===== config.mk =====
export PLATFORM = sky130hd
export DESIGN_NAME = bcd_serial_subtractor_flat
export DESIGN_NICKNAME = d
export VERILOG_FILES = /design/src/rtl/bcd_pkg.sv /design/src/rtl/bcd_serial_subtractor_if.sv /design/src/rtl/bcd_sub_digit.sv /design/src/rtl/bcd_serial_subtractor.sv /design/src/flat_wrapper.sv
export SDC_FILE = /design/constraint.sdc
export NUM_CORES = 1
export LEC_CHECK = 0
export CAP_MARGIN = 0
export CORE_MARGIN = 1
export CORE_UTILIZATION = 58
export CTS_BUF_LIST = sky130_fd_sc_hd__clkbuf_4 sky130_fd_sc_hd__clkbuf_8 sky130_fd_sc_hd__clkbuf_16
export CTS_CLUSTER_SIZE = 10
export DETAILED_ROUTE_END_ITERATION = 10
export GPL_TIMING_DRIVEN = 0
export PLACE_DENSITY = 0.86
export SYNTH_ARGS = -nofsm -noshare
export SYNTH_HDL_FRONTEND = slang
export SYNTH_SLANG_ARGS = --single-unit

===== constraint.sdc =====
create_clock -name clk -period 5.85 [get_ports clk]
set_input_delay 1.17 -clock clk [delete_from_list [all_inputs] [get_ports clk]]
set_output_delay 1.17 -clock clk [all_outputs]
set_load 0.01 [all_outputs]

===== src/rtl/bcd_pkg.sv =====
// Shared definitions for the decimal arithmetic datapath: BCD constants,
// the serial subtractor state encoding and a digit-validity helper.
package bcd_pkg;

  localparam int BCD_MAX        = 9;
  localparam int BCD_RADIX      = 10;
  localparam int DEFAULT_DIGITS = 4;

  typedef enum logic [1:0] {
    ST_IDLE = 2'd0,
    ST_SUB  = 2'd1,
    ST_NEG  = 2'd2,
    ST_DONE = 2'd3
  } state_e;

  // A nibble is a legal BCD digit only in the range 0..9.
  function automatic logic digit_bad(input logic [3:0] d);
    return d > 4'(BCD_MAX);
  endfunction

endpackage


===== src/rtl/bcd_serial_subtractor_if.sv =====
// Request/result bundle of the serial BCD subtractor. The requester drives
// the operands and start; the subtractor returns status and the result.
interface bcd_serial_subtractor_if #(
  parameter int DIGITS = bcd_pkg::DEFAULT_DIGITS
);

  logic                  start;
  logic [4*DIGITS-1:0]   a;
  logic [4*DIGITS-1:0]   b;
  logic                  busy;
  logic                  done;
  logic [4*DIGITS-1:0]   diff;
  logic                  neg;
  logic                  err;

  modport master (
    output start, a, b,
    input  busy, done, diff, neg, err
  );

  modport slave (
    input  start, a, b,
    output busy, done, diff, neg, err
  );

endinterface


===== src/rtl/bcd_sub_digit.sv =====
// Single BCD digit subtract-with-borrow: d = a_d - b_d - bin, wrapped into
// 0..9 with a borrow out whenever the raw difference goes negative.
module bcd_sub_digit
  import bcd_pkg::*;
(
  input  logic [3:0] a_d,
  input  logic [3:0] b_d,
  input  logic       bin,
  output logic [3:0] d,
  output logic       bout
);

  // 5-bit signed covers the full range -10..9 of the raw difference.
  logic signed [4:0] w_t;
  logic signed [4:0] w_fix;

  assign w_t = $signed({1'b0, a_d}) - $signed({1'b0, b_d}) - $signed({4'b0000, bin});

  // Add the radix back when the digit underflows and raise the borrow.
  always_comb begin
    w_fix = w_t;
    bout  = 1'b0;
    if (w_t < 0) begin
      w_fix = w_t + 5'(BCD_RADIX);
      bout  = 1'b1;
    end
  end

  assign d = w_fix[3:0];

endmodule


===== src/rtl/bcd_serial_subtractor.sv =====
// Digit-serial multi-digit BCD subtractor producing a sign-magnitude result.
// A first pass computes A - B digit by digit; if it ends with a borrow the
// intermediate is a ten's complement, and a second pass computes 0 - diff
// to recover the magnitude.
module bcd_serial_subtractor
  import bcd_pkg::*;
#(
  parameter int DIGITS = DEFAULT_DIGITS
) (
  input  logic                     clk,
  input  logic                     rst_n,
  bcd_serial_subtractor_if.slave   bus
);

  localparam int W    = 4 * DIGITS;
  localparam int IDXW = $clog2(DIGITS) + 1;
  localparam logic [IDXW-1:0] LAST_IDX = IDXW'(DIGITS - 1);

  state_e            r_state;
  logic [W-1:0]      r_a;
  logic [W-1:0]      r_b;
  logic [W-1:0]      r_diff;
  logic [IDXW-1:0]   r_idx;
  logic              r_borrow;
  logic              r_neg;
  logic              r_err;

  logic [DIGITS-1:0] w_bad;
  logic [3:0]        w_a_d;
  logic [3:0]        w_b_d;
  logic [3:0]        w_d;
  logic              w_bout;
  logic [W-1:0]      w_diff_upd;

  // Per-digit validity of the operands presented with start.
  for (genvar gi = 0; gi < DIGITS; gi++) begin : g_chk
    assign w_bad[gi] = digit_bad(bus.a[gi*4 +: 4]) | digit_bad(bus.b[gi*4 +: 4]);
  end

  // Select the operand digits at the current index for the shared digit unit.
  always_comb begin
    w_a_d = '0;
    w_b_d = '0;
    for (int k = 0; k < DIGITS; k++) begin
      if (r_idx == IDXW'(k)) begin
        w_a_d = r_a[k*4 +: 4];
        w_b_d = r_b[k*4 +: 4];
      end
    end
  end

  bcd_sub_digit u_digit (
    .a_d  (w_a_d),
    .b_d  (w_b_d),
    .bin  (r_borrow),
    .d    (w_d),
    .bout (w_bout)
  );

  // Result register with the freshly computed digit dropped into its slot;
  // also seeds the subtrahend of the negation pass.
  always_comb begin
    w_diff_upd = r_diff;
    for (int k = 0; k < DIGITS; k++) begin
      if (r_idx == IDXW'(k)) begin
        w_diff_upd[k*4 +: 4] = w_d;
      end
    end
  end

  // Control FSM, digit index, borrow and operand/result registers.
  always_ff @(posedge clk or negedge rst_n) begin
    if (!rst_n) begin
      r_state  <= ST_IDLE;
      r_a      <= '0;
      r_b      <= '0;
      r_diff   <= '0;
      r_idx    <= '0;
      r_borrow <= 1'b0;
      r_neg    <= 1'b0;
      r_err    <= 1'b0;
    end else begin
      case (r_state)
        ST_IDLE: begin
          if (bus.start) begin
            r_a      <= bus.a;
            r_b      <= bus.b;
            r_idx    <= '0;
            r_borrow <= 1'b0;
            r_diff   <= '0;
            r_neg    <= 1'b0;
            r_err    <= |w_bad;
            r_state  <= ST_SUB;
          end
        end
        ST_SUB: begin
          // An invalid request spends one busy cycle here and computes nothing.
          if (r_err) begin
            r_state <= ST_DONE;
          end else begin
            r_diff   <= w_diff_upd;
            r_borrow <= w_bout;
            r_idx    <= r_idx + 1'b1;
            if (r_idx == LAST_IDX) begin
              if (!w_bout) begin
                r_state <= ST_DONE;
              end else begin
                r_state  <= ST_NEG;
                r_idx    <= '0;
                r_borrow <= 1'b0;
                r_a      <= '0;
                r_b      <= w_diff_upd;
              end
            end
          end
        end
        ST_NEG: begin
          r_diff   <= w_diff_upd;
          r_borrow <= w_bout;
          r_idx    <= r_idx + 1'b1;
          if (r_idx == LAST_IDX) begin
            r_neg   <= 1'b1;
            r_state <= ST_DONE;
          end
        end
        ST_DONE: begin
          r_state <= ST_IDLE;
        end
        default: begin
          r_state <= ST_IDLE;
        end
      endcase
    end
  end

  assign bus.busy = (r_state == ST_SUB) || (r_state == ST_NEG);
  assign bus.done = (r_state == ST_DONE);
  assign bus.diff = r_diff;
  assign bus.neg  = r_neg;
  assign bus.err  = r_err;

endmodule


===== src/flat_wrapper.sv =====
// flat-port wrapper written by rule: the top's interface ports become plain ports
module bcd_serial_subtractor_flat import bcd_pkg::*;
#(
  parameter int DIGITS = DEFAULT_DIGITS
)
  (clk, rst_n, bus_start, bus_a, bus_b, bus_busy, bus_done, bus_diff, bus_neg, bus_err);
  bcd_serial_subtractor_if #(.DIGITS(DIGITS)) bus_i ();
  input  logic clk;
  input  logic rst_n;
  input wire logic [$bits(bus_i.start)-1:0] bus_start;
  input wire logic [$bits(bus_i.a)-1:0] bus_a;
  input wire logic [$bits(bus_i.b)-1:0] bus_b;
  output wire logic [$bits(bus_i.busy)-1:0] bus_busy;
  output wire logic [$bits(bus_i.done)-1:0] bus_done;
  output wire logic [$bits(bus_i.diff)-1:0] bus_diff;
  output wire logic [$bits(bus_i.neg)-1:0] bus_neg;
  output wire logic [$bits(bus_i.err)-1:0] bus_err;
  assign bus_i.start = bus_start;
  assign bus_i.a = bus_a;
  assign bus_i.b = bus_b;
  assign bus_busy = bus_i.busy;
  assign bus_done = bus_i.done;
  assign bus_diff = bus_i.diff;
  assign bus_neg = bus_i.neg;
  assign bus_err = bus_i.err;
  bcd_serial_subtractor #(.DIGITS(DIGITS)) u_core (.clk(clk), .rst_n(rst_n), .bus(bus_i));
endmodule

; Word level (Yosys, flattened, before mapping)
; Index checks and enable logic that the tools add are counted.
[classes]
add_sub_neg = 4
bitwise = 4
n_reduce_logical = 12
eq_ne = 12
n_lt_le_gt_ge = 9
n_mux = 44
[ops]
columns = op, n
row1 = $mux W16, 10
row2 = $pmux W16 S2, 2
row3 = $mux W4, 13
row4 = $pmux W16 S3, 1
row5 = $gt A4 B4 Y1 const B, 8
row6 = $mux W3, 4
row7 = $pmux W3 S3, 1
row8 = $reduce_and A3 Y1, 3
row9 = $mux W2, 4
row10 = $pmux W2 S4, 1
row11 = $eq A3 B2 Y1 const B, 2
row12 = $mux W1, 6
row13 = $ne A2 B1 Y1 const B, 3
row14 = $lt A5 B1 Y1 const B, 1
row15 = $reduce_and A5 Y1, 1
row16 = $sub A4 B4 Y5, 1
row17 = $sub A5 B2 Y5, 1
row18 = $add A4 B4 Y4 const B, 1
row19 = $eq A2 B2 Y1 const B, 2
row20 = $ne A2 B2 Y1 const B, 2
row21 = $or A1 B1 Y1, 4
row22 = $reduce_bool A2 Y1, 2
row23 = $reduce_or A4 Y1, 1
row24 = $add A3 B1 Y3 const B, 1
row25 = other kinds (10), 10
[totals]
output_inout_bits = 20
reg_bits = 56

; Depth between registers and ports, before layout
[logic_depth]
word_depth = 14
mapped_depth = 18

; Hierarchy
; A second synthesis with hierarchy kept.
[unflattened]
hier_cells = 365
area_unflattened_um2 = 3358.2
[modules_own_cells]
columns = module, cells_per_inst, n_inst, area_per_inst_um2, seq_area_each_um2
row1 = bcd_serial_subtractor, 333, 1, 3084.2, 1401.3
row2 = bcd_sub_digit, 32, 1, 274.0, 0.0

; Worst setup path before layout
; Ideal clock, no wire load.
[synth_timing]
path_kind = reg-to-reg
startpoint = register u_core.r_idx[0]
endpoint = register u_core.r_b[10]
t_arrival_ns = 3.814
synth_period_minus_slack_ns = 3.935
slack_ns = 1.915
setup_time_ns = 0.121
path_stages_with_launch = 15
path_buffers = 2
cell_sequence = dfrtp_1 ha_1 ha_1 clkbuf_1 buf_1 a22o_1 fa_1 fa_1 xnor2_1 ha_1 inv_1 o41ai_1 nor4b_1 a21oi_1 o22a_1
[synth_between]
elab_chain_cells = 14
word_cells_on_any_way = 26
classes_between = 3 x add/sub / 1 x order compare / 5 x eq/ne / 15 x mux / 2 x reduce/logical
[synth_rtl]
columns = item, line
row1 = from (decl), bcd_serial_subtractor.sv:23  ; logic [IDXW-1:0] r_idx;
row2 = from (signal assigned), bcd_serial_subtractor.sv:103  ; r_idx <= r_idx + 1'b1;
row3 = from (signal assigned), bcd_serial_subtractor.sv:120  ; r_idx <= r_idx + 1'b1;
row4 = $logic_not A3 Y1, bcd_serial_subtractor.sv:45  ; if (r_idx == IDXW'(k)) begin
row5 = $mux W4 (4 in series), bcd_serial_subtractor.sv:45
row6 = $sub A4 B4 Y5, bcd_sub_digit.sv:17  ; assign w_t = $signed({1'b0, a_d}) - $signed({1'b0, b_d}) - $signed({4'b0000, bin});
row7 = $sub A5 B2 Y5, bcd_sub_digit.sv:17
row8 = $add A4 B4 Y4 or $lt A5 B1 Y1 (tied branches), "bcd_sub_digit.sv:24, bcd_sub_digit.sv:23"
row9 = $mux W4, bcd_sub_digit.sv:23  ; if (w_t < 0) begin
row10 = $mux W4, bcd_serial_subtractor.sv:65  ; if (r_idx == IDXW'(k)) begin
row11 = $mux W16, bcd_serial_subtractor.sv:105  ; if (!w_bout) begin
row12 = $mux W16, bcd_serial_subtractor.sv:104  ; if (r_idx == LAST_IDX) begin
row13 = $mux W16, bcd_serial_subtractor.sv:98  ; if (r_err) begin
row14 = $pmux W16 S2, bcd_serial_subtractor.sv:83  ; case (r_state)
row15 = to (signal assigned), bcd_serial_subtractor.sv:87  ; r_b <= bus.b;
row16 = to (signal assigned), bcd_serial_subtractor.sv:112  ; r_b <= w_diff_upd;
row17 = to (decl), bcd_serial_subtractor.sv:21  ; logic [W-1:0] r_b;
; Several ways; a longest one is shown, not always the timed one. The select of a mux whose other input is x is not followed.
; A chain may end at the register's enable or synchronous reset.

; Worst setup path in the final report
; Ends and elaborated chain as after synthesis.

==> metrics.yaml <==
detailed_routing:
  vias: 3286
  routed_wl_um: 9710
  drt_iter0_drc: 346
  antenna_left: 0
  drt-pass1-iter-count: 6
  drt-vias-per-instance: 6.46
  wl_per_cell_um: 19.1
  drc_errors: 0
grt:
  grtUsageTotal_pct: 33.8
  grt-ovfl-total: 0
  grt_max_degree: 41
  grt_pass1_wl_um: 15900
  antenna_found_initial: 0
  grt_pass1_vias: 3283
setup_path:
  crit_start: "u_core.r_idx[0]"
  crit_path_start_kind: "flop"
  cp_max_fo: 10
  required_ns: 6.06
  arrival_ns: 5.59
  r2r-start: "u_core.r_idx[0]"
  timing_worst_setup_path_type: "flop to flop"
  end_kind: "flop"
floorplanning:
  io_pins: 55
  core_area_um2: 5570
  start_util_pct: 60.8
  die_h_um: 78.4
  die_w_um: 78.4
  num_rows: 27
  dieArea_um2: 6150
timing:
  setup_viol: 0
  hold_viol_final: 0
  fmax_mhz: 186
  worst_pin_slew_ns: 1.18
  slew_violations: 0
  final_period_minus_worst_setup_slack_ns: 5.38
  slew_headroom_pct: 20.1
  rsz0062_at_grt: "no"
  fin_skew_ns: 0.00839
  tns_ns: 0
  min_period_over_period_pct: 92.0
yosys:
  synth-adder-area-share_pct: 6.72
  syn-cell-area_um2: 3390
  yosysTopAreaCellShare_pct: 41.3
  synth_cell_type_count: 47
  yosys_warnings: 0
  synth.avg_cell_area_um2: 9.06
  synth_xor_area_share_pct: 0.997
  yosysTopAreaCell: "dfrtp_1"
  synthFlopType: "dfrtp_1"
  syn_nets: 426
  synth_most_common_cell: "dfrtp_1"
  ys_ff_latch: 56
  synthTopCellsByArea: "dfrtp_1, o21ai_0, a22o_1"
  synth-simple-area-share_pct: 14.0
  synth-compound-area-share_pct: 29.6
  syn_inst: 374
  synth_mux_area_share_pct: 1.26
  synth-async-reset-ratio_pct: 100
  synth_top_family_by_area: "compound AO/OA/AOI/OAI gates"
  yosysSeqAreaShare_pct: 41.3
  synth.cells.most_frequent: "dfrtp_1, o21ai_0, a21oi_1"
  synth_edf_count: 0
run:
  max_cap_viol_count: 0
placement:
  io_buffer_count: 54
  hpwl_um: 7150
  gp_congestion: 0.904
run_status:
  outcome: "finished clean"
clock_network:
  clock_path_buffers: 2
  cts_buffers: 5
  cts_tree: "done"
  holdBufCountCts: 0
  post_cts.repair.setup_buffers: 0
  clock_latency_ns: 0.32
  cts_max_level: 2
  cts-resized-gates: 0
  clk_pin_slew_ns: 0.11
  clock_sinks: 56
  clockRootBuffer: "clkbuf_8"
worst_hold_path:
  min_from: "u_core.r_a[8]"
  min_path_type: "flop to flop"
cells_and_area:
  antennaDiodeCount: 0
  num-nets-final: 488
  drive_above_1_share_pct: 5.49
  area_delta_synth_final_pct: 21.8
## cells in the final DEF (no fill, tap or decap), drive strengths merged, types with 8 or more instances in the layout
cell and instances:
a21oi 32, a22o 23, a22oi 9, and3 9, buf 10, clkbuf 18
clkdlybuf4s50 53, dfrtp 56, ha 15, inv 23, nand2 31, nand2b 8
nor2 19, nor2b 9, o21ai 55, o22a 9
## logic make-up (layout without fill, tap and decap cells)
family          Yosys count  count (layout)
simple gates             97              97
buf+inv                  44             107
flops                    56              56
mux                       4               4
fa+ha+maj                17              17
compound gates          153             153
xor+xnor                  3               3
## final timing paths
path,endpoint,slack [ns],depth (start not counted)
max,u_core.r_b[10],0.47,14
min,u_core.r_a[8],0.51,1
max reg2reg,u_core.r_b[10],0.47,14
min reg2reg,u_core.r_a[8],0.51,1
max in group asynchronous,u_core.r_idx[2],4.51,2
min in group asynchronous,u_core.r_a[14],0.77,1
## stage by stage
step / util [%] / cells / setup WS, ns / cell area (um^2) / hold WS, ns
after floorplan: - / 374 / 1.91 / 3390 / 0.450
after global placement: 72.1 / 500 / 0.770 / 4020 / 0.471
after detailed placement: 72.4 / 501 / 0.653 / 4040 / 0.481
after CTS: 74.1 / 509 / 0.612 / 4130 / 0.511
after global routing: 74.1 / 509 / 0.117 / 4130 / 0.527
final: 74.1 / 509 / 0.470 / 4130 / 0.512
## flip-flops by register name, summed over array words and instances (netlist names)
register / flops
u_core.bus.diff: 16
u_core.r_a: 16
u_core.r_b: 16
u_core.r_idx: 3
u_core.r_state: 2
u_core.bus.err: 1
u_core.bus.neg: 1
u_core.r_borrow: 1
## routing by layer
metal  global-route usage [%]  vias up  share of wire, %
met5                        0        -                 0
met4                     12.8        0               3.2
li1                         -     1483                 -
met1                     41.0     1584                39
met3                     6.74       32               8.7
met2                     59.0      187                49
## critical path: stages (launching register included)
cell      delay [ns]
dfrtp_1         0.43
ha_1            0.20
ha_1            0.30
clkbuf_1        0.41
buf_1           0.55
a22oi_1         0.23
fa_1            0.51
fa_1            0.54
xnor2_1         0.18
ha_1            0.33
inv_1           0.07
o41ai_1         0.07
nor4b_1         1.00
a21oi_1         0.23
o22a_1          0.23
## cell type report
type	instances	area (um^2)
clock inverter	3	23.8
sequential	56	1400
timing repair buffer	55	556
inverter	23	86.3
clock buffer	5	68.8
buffer	21	121
fill	440	1450
tap	72	90.1
multi-input combinational	274	1780
Power is left out: the tool's default activity adds up to more than one toggle a clock period on the data nets, which glitch-free logic cannot reach.
